===== config.mk =====
export PLATFORM = sky130hd
export DESIGN_NAME = image_pipe_src
export DESIGN_NICKNAME = d
export VERILOG_FILES = /design/src/rtl/image_pipe_src.sv
export SDC_FILE = /design/constraint.sdc
export NUM_CORES = 1
export LEC_CHECK = 0
export CAP_MARGIN = 20
export CORE_MARGIN = 2
export CORE_UTILIZATION = 47
export DETAILED_ROUTE_END_ITERATION = 16
export PLACE_DENSITY = 0.86
export SYNTH_ARGS = -nofsm -noshare
export SYNTH_HDL_FRONTEND = slang
export SYNTH_SLANG_ARGS = --single-unit

===== constraint.sdc =====
create_clock -name clk -period 3.29 [get_ports clk]
set_input_delay 0.329 -clock clk [delete_from_list [all_inputs] [get_ports clk]]
set_output_delay 0.329 -clock clk [all_outputs]
set_load 0.1 [all_outputs]

===== src/rtl/image_pipe_src.sv =====
// Test-pattern frame source for the image_pipe stream: one frame of frame_len beats per start.
// Registered outputs; start-to-valid 1 cycle; busy_in stalls data/valid/beat_cnt and end_out.
module image_pipe_src #(
    parameter int             DW    = 16,
    parameter int             LEN_W = 16,
    parameter logic [DW-1:0]  POLY  = 16'hB400
) (
    input  logic             clk,
    input  logic             s_rst_n,
    input  logic             start,
    input  logic             abort,
    input  logic [LEN_W-1:0] frame_len,
    input  logic [1:0]       mode,
    input  logic [DW-1:0]    seed,
    output logic [DW-1:0]    image_pipe_data_out,
    output logic             image_pipe_valid_out,
    output logic             image_pipe_end_out,
    input  logic             image_pipe_busy_in,
    output logic             active,
    output logic             done,
    output logic [LEN_W-1:0] beat_cnt
);

    typedef enum logic [1:0] {ST_IDLE, ST_SEND, ST_EOF} state_t;

    state_t           r_state, w_state_nxt;
    logic [LEN_W-1:0] r_len, w_len_nxt;
    logic [1:0]       r_mode, w_mode_nxt;
    logic [DW-1:0]    r_data, w_data_nxt, w_pattern_nxt;
    logic [LEN_W-1:0] r_cnt, w_cnt_nxt;
    logic             r_valid, w_valid_nxt;
    logic             r_end, w_end_nxt;
    logic             r_done, w_done_nxt;
    logic             r_active;
    logic             w_xfer;

    assign w_xfer = r_valid & ~image_pipe_busy_in;

    // Reserved mode 3 falls into the default and behaves as constant.
    always_comb begin
        w_pattern_nxt = r_data;
        case (r_mode)
            2'd0:    w_pattern_nxt = r_data + DW'(1);
            2'd2:    w_pattern_nxt = (r_data >> 1) ^ (r_data[0] ? POLY : '0);
            default: w_pattern_nxt = r_data;
        endcase
    end

    always_comb begin
        w_state_nxt = r_state;
        w_len_nxt   = r_len;
        w_mode_nxt  = r_mode;
        w_data_nxt  = r_data;
        w_cnt_nxt   = r_cnt;
        w_valid_nxt = r_valid;
        w_end_nxt   = r_end;
        w_done_nxt  = 1'b0;
        case (r_state)
            ST_IDLE: begin
                w_valid_nxt = 1'b0;
                w_end_nxt   = 1'b0;
                if (start && !abort) begin
                    w_len_nxt  = frame_len;
                    w_mode_nxt = mode;
                    w_data_nxt = seed;
                    w_cnt_nxt  = '0;
                    if (frame_len != '0) begin
                        w_state_nxt = ST_SEND;
                        w_valid_nxt = 1'b1;
                    end else begin
                        w_state_nxt = ST_EOF;
                        w_end_nxt   = 1'b1;
                    end
                end
            end
            ST_SEND: begin
                if (abort) begin
                    w_state_nxt = ST_IDLE;
                    w_valid_nxt = 1'b0;
                    w_end_nxt   = 1'b0;
                end else if (w_xfer) begin
                    w_cnt_nxt = r_cnt + LEN_W'(1);
                    if (r_cnt == r_len - LEN_W'(1)) begin
                        w_state_nxt = ST_EOF;
                        w_valid_nxt = 1'b0;
                        w_end_nxt   = 1'b1;
                    end else begin
                        w_data_nxt = w_pattern_nxt;
                    end
                end
            end
            ST_EOF: begin
                if (abort) begin
                    w_state_nxt = ST_IDLE;
                    w_end_nxt   = 1'b0;
                end else if (r_end && !image_pipe_busy_in) begin
                    w_state_nxt = ST_IDLE;
                    w_end_nxt   = 1'b0;
                    w_done_nxt  = 1'b1;
                end
            end
            default: begin
                w_state_nxt = ST_IDLE;
                w_valid_nxt = 1'b0;
                w_end_nxt   = 1'b0;
            end
        endcase
    end

    always_ff @(posedge clk) begin
        if (!s_rst_n) begin
            r_state  <= ST_IDLE;
            r_len    <= '0;
            r_mode   <= '0;
            r_data   <= '0;
            r_cnt    <= '0;
            r_valid  <= 1'b0;
            r_end    <= 1'b0;
            r_done   <= 1'b0;
            r_active <= 1'b0;
        end else begin
            r_state  <= w_state_nxt;
            r_len    <= w_len_nxt;
            r_mode   <= w_mode_nxt;
            r_data   <= w_data_nxt;
            r_cnt    <= w_cnt_nxt;
            r_valid  <= w_valid_nxt;
            r_end    <= w_end_nxt;
            r_done   <= w_done_nxt;
            r_active <= (w_state_nxt != ST_IDLE);
        end
    end

    assign image_pipe_data_out  = r_data;
    assign image_pipe_valid_out = r_valid;
    assign image_pipe_end_out   = r_end;
    assign active               = r_active;
    assign done                 = r_done;
    assign beat_cnt             = r_cnt;

endmodule


==> metrics.cfg <==
[final_layout]
fillers=686
diodes=0
drive_gt1_share_pct=9.109
final_core_utilization_pct=61.60
syn2layout_area_growth_pct=26.01
fin_cells=615
layout.nets=560

[power]
vdd_ir_drop_max_mv=0.2105
p_per_area_nw_per_um2=358.8
leakagePower_nw=1.532
power_mw=1.612

[yosys]
synth.largest_area_cell=dfxtp_1
synth_fp_nets=498
synth.area.top_cells=dfxtp_1, nand2_1, a21oi_1, xnor2_1, xor2_1
netlist-cell-type-count=55
ys_ff_latch=56
ys_warn_count=0
synth.most_common_cell=nand2_1
ys.flop_type=dfxtp_1
synth-edff-count=0
netlist_instances=456
netlist_area_um2=3565
synth.avg_cell_area_um2=7.817
async_flop_share_pct=0
ys_seq_area_share_pct=31.45
ys_top_cells_by_count=nand2_1, dfxtp_1, a21oi_1, nor2_1, clkbuf_1
synth_top_area_share_pct=31.45

[min_path]
hold_start=r_len[15]$_SDFFE_PN0P_
hold_depth=2
min_path_type=register to register
worstHoldEndpoint=r_len[15]$_SDFFE_PN0P_

[setup_path]
cp_max_fo=15
cp.required_ps=3450
ff2ff_path_depth=8
critPathSlowestCell=or4_1
crit_chain=or4_1, or4_1, a2111oi_2, nor4b_4, a31oi_4, buf_12, a211oi_1, a211oi_2
worst-setup-path-type=register to register
critPathCaptureType=register
reg2reg_from=r_len[3]$_SDFFE_PN0P_
critical_path.most_common_cell=or4_1
crit_path_start_kind=register
reg2reg_slack_ps=140
r2r_end=image_pipe_data_out[4]$_SDFFE_PN0P_
crit_family=simple AND/OR/NAND/NOR gates
worst_path_largest_cell_delay_ps=590
arrival_ps=3310
cp_num_buf_inv=1

[route]
drtIter0Drc=251
dr_wl_met3_um=542
routedWlPerCell_um=16.31
ant_nets=0
vias_per_cell=5.941
drt_pass1_iterations=5
wl_met1_um=4373
wl_met2_um=4943
vias=3654
top_layer_used=met4
routed_wl_um=10030
drc=0

[sta]
period_share_pct=95.87
setup_viol=0
hold_viol_final=0
skew_ps=11.62
fin_setup_tns_ps=0
setup_ws_ps=136.0
max_slew.worst_pin.slew_ps=1001
fmax_ghz=0.3171
slew_headroom_pct=33.03
rsz0062_at_grt=no
final.min_clock_period_ps=3154
drv_slew=0

[clock_network]
path_clk_slew_ps=100
cts-root-buf=clkbuf_8
cts.sinks=56
clock_latency_ps=300
cts_made_buffers=5
cts_tree=built
ctsHoldBuffers=0
cts.path.max_buffers=2
h-tree-depth=2

[placed_design]
post-dp-hpwl_um=7420
post-place-ws_ps=40.11
dp.cells=609
routabilityCongestion=0.9127
portBuffers=74

[floorplanning]
io_pins=75
floorplan.initialDensity_pct=48.88
dieHeight_um=91.09
dieArea_um2=8297
core_area_um2=7292
die_x_um=91.09
core.rowCount=31

[global_route]
grt_overflow_total=0
grt_usage_pct=23.74
antenna_found_initial=0
grt_pass1_wl_um=16450
grt_pass1_vias=3470
grt_max_degree=27

[job]
cap_viol_max_count=0

[run_status]
status=complete, no violations

## final cells by class
type	count	area (µm²)	share of cell area, %
repair buffers	90	870.8	19.39
flip-flops and latches	56	1121	24.96
inverters	6	22.52	0.5014
clock buffers	5	68.82	1.532
well taps	99	123.9	2.758
multi-input cells	359	2285	50.86
## flip-flops by register name (all words and copies together) (netlist names)
register	cells
done	1
image_pipe_valid_out	1
r_len	16
beat_cnt	16
active	1
image_pipe_end_out	1
r_state	2
image_pipe_data_out	16
r_mode	2
## placed cells by master (no fill, tap or decap), types with 11 or more instances in the layout
master / synthesis / routed
clkdlybuf4s50_1: 0 / 73
nand2_1: 61 / 61
dfxtp_1: 56 / 56
a21oi_1: 45 / 45
nor2_1: 43 / 43
xor2_1: 23 / 23
xnor2_1: 23 / 23
nand3_1: 17 / 17
a211oi_2: 16 / 16
a211oi_1: 16 / 16
buf_4: 0 / 16
nor3_1: 14 / 12
nor4_1: 11 / 11
## cells by family (layout without fill, tap and decap cells)
group | count (synthesis) | in the layout | share of synthesized area, %
AOI/OAI and AO/OA | 122 | 122 | 24.92
xor gates and xnor gates | 47 | 47 | 11.93
adders and majority gates | 3 | 3 | 1.053
buffers and inverters | 41 | 101 | 4.984
DFF | 56 | 56 | 31.45
muxes | 1 | 1 | 0.2808
and+or+nand+nor | 186 | 186 | 25.38
## worst register-to-register path, cell delays in order (launching register included)
cell and delay [ps]:
dfxtp_1 380, or4_1 590, or4_1 550, a2111oi_2 380, nor4b_4 390, a31oi_4 150, buf_12 200, a211oi_1 290
a211oi_2 70
## repair_timing
action	4_1_cts	5_1_grt
setup buffers	0	1
resized for setup	0	1
setup endpoints to repair	0	15
endpoints found under the hold margin	0	0
## how the worst max path moves through the flow
stage | end | slack [ps] | from | cells after the start
floorplan | image_pipe_data_out[9]$_SDFFE_PN0P_ | 140 | r_len[0]$_SDFFE_PN0P_ | 12
global placement | image_pipe_data_out[5]$_SDFFE_PN0P_ | 120 | r_len[3]$_SDFFE_PN0P_ | 7
detailed placement | image_pipe_data_out[4]$_SDFFE_PN0P_ | 40 | r_len[3]$_SDFFE_PN0P_ | 7
CTS | image_pipe_data_out[4]$_SDFFE_PN0P_ | 10 | r_len[3]$_SDFFE_PN0P_ | 7
global route | image_pipe_data_out[15]$_SDFFE_PN0P_ | 40 | r_len[3]$_SDFFE_PN0P_ | 8
finish | image_pipe_data_out[4]$_SDFFE_PN0P_ | 140 | r_len[3]$_SDFFE_PN0P_ | 8
## routing by layer
metal / global-route usage [%] / vias up
li1: - / 1762
met1: 30.82 / 1732
met2: 41.54 / 144
met3: 2.905 / 16
met4: 6.439 / 0
met5: 0 / -
## where the power goes
| part | leakage [nW] | switching (mW) | internal, mW |
|---|---|---|---|
| clock | 0.0359 | 0.210 | 0.138 |
| combinational | 1.04 | 0.316 | 0.189 |
| sequential | 0.457 | 0.0505 | 0.707 |
| total | 1.53 | 0.577 | 1.03 |
## metrics by stage
step	hold slack [ps]	instance area [µm²]
2_1_floorplan	447.8	3565
3_3_place_gp	460.7	4394
3_5_place_dp	473.1	4394
4_1_cts	485.4	4463
5_1_grt	516.9	4492
6_report	488.8	4492
Note: power is estimated with default switching activity, not from simulation.
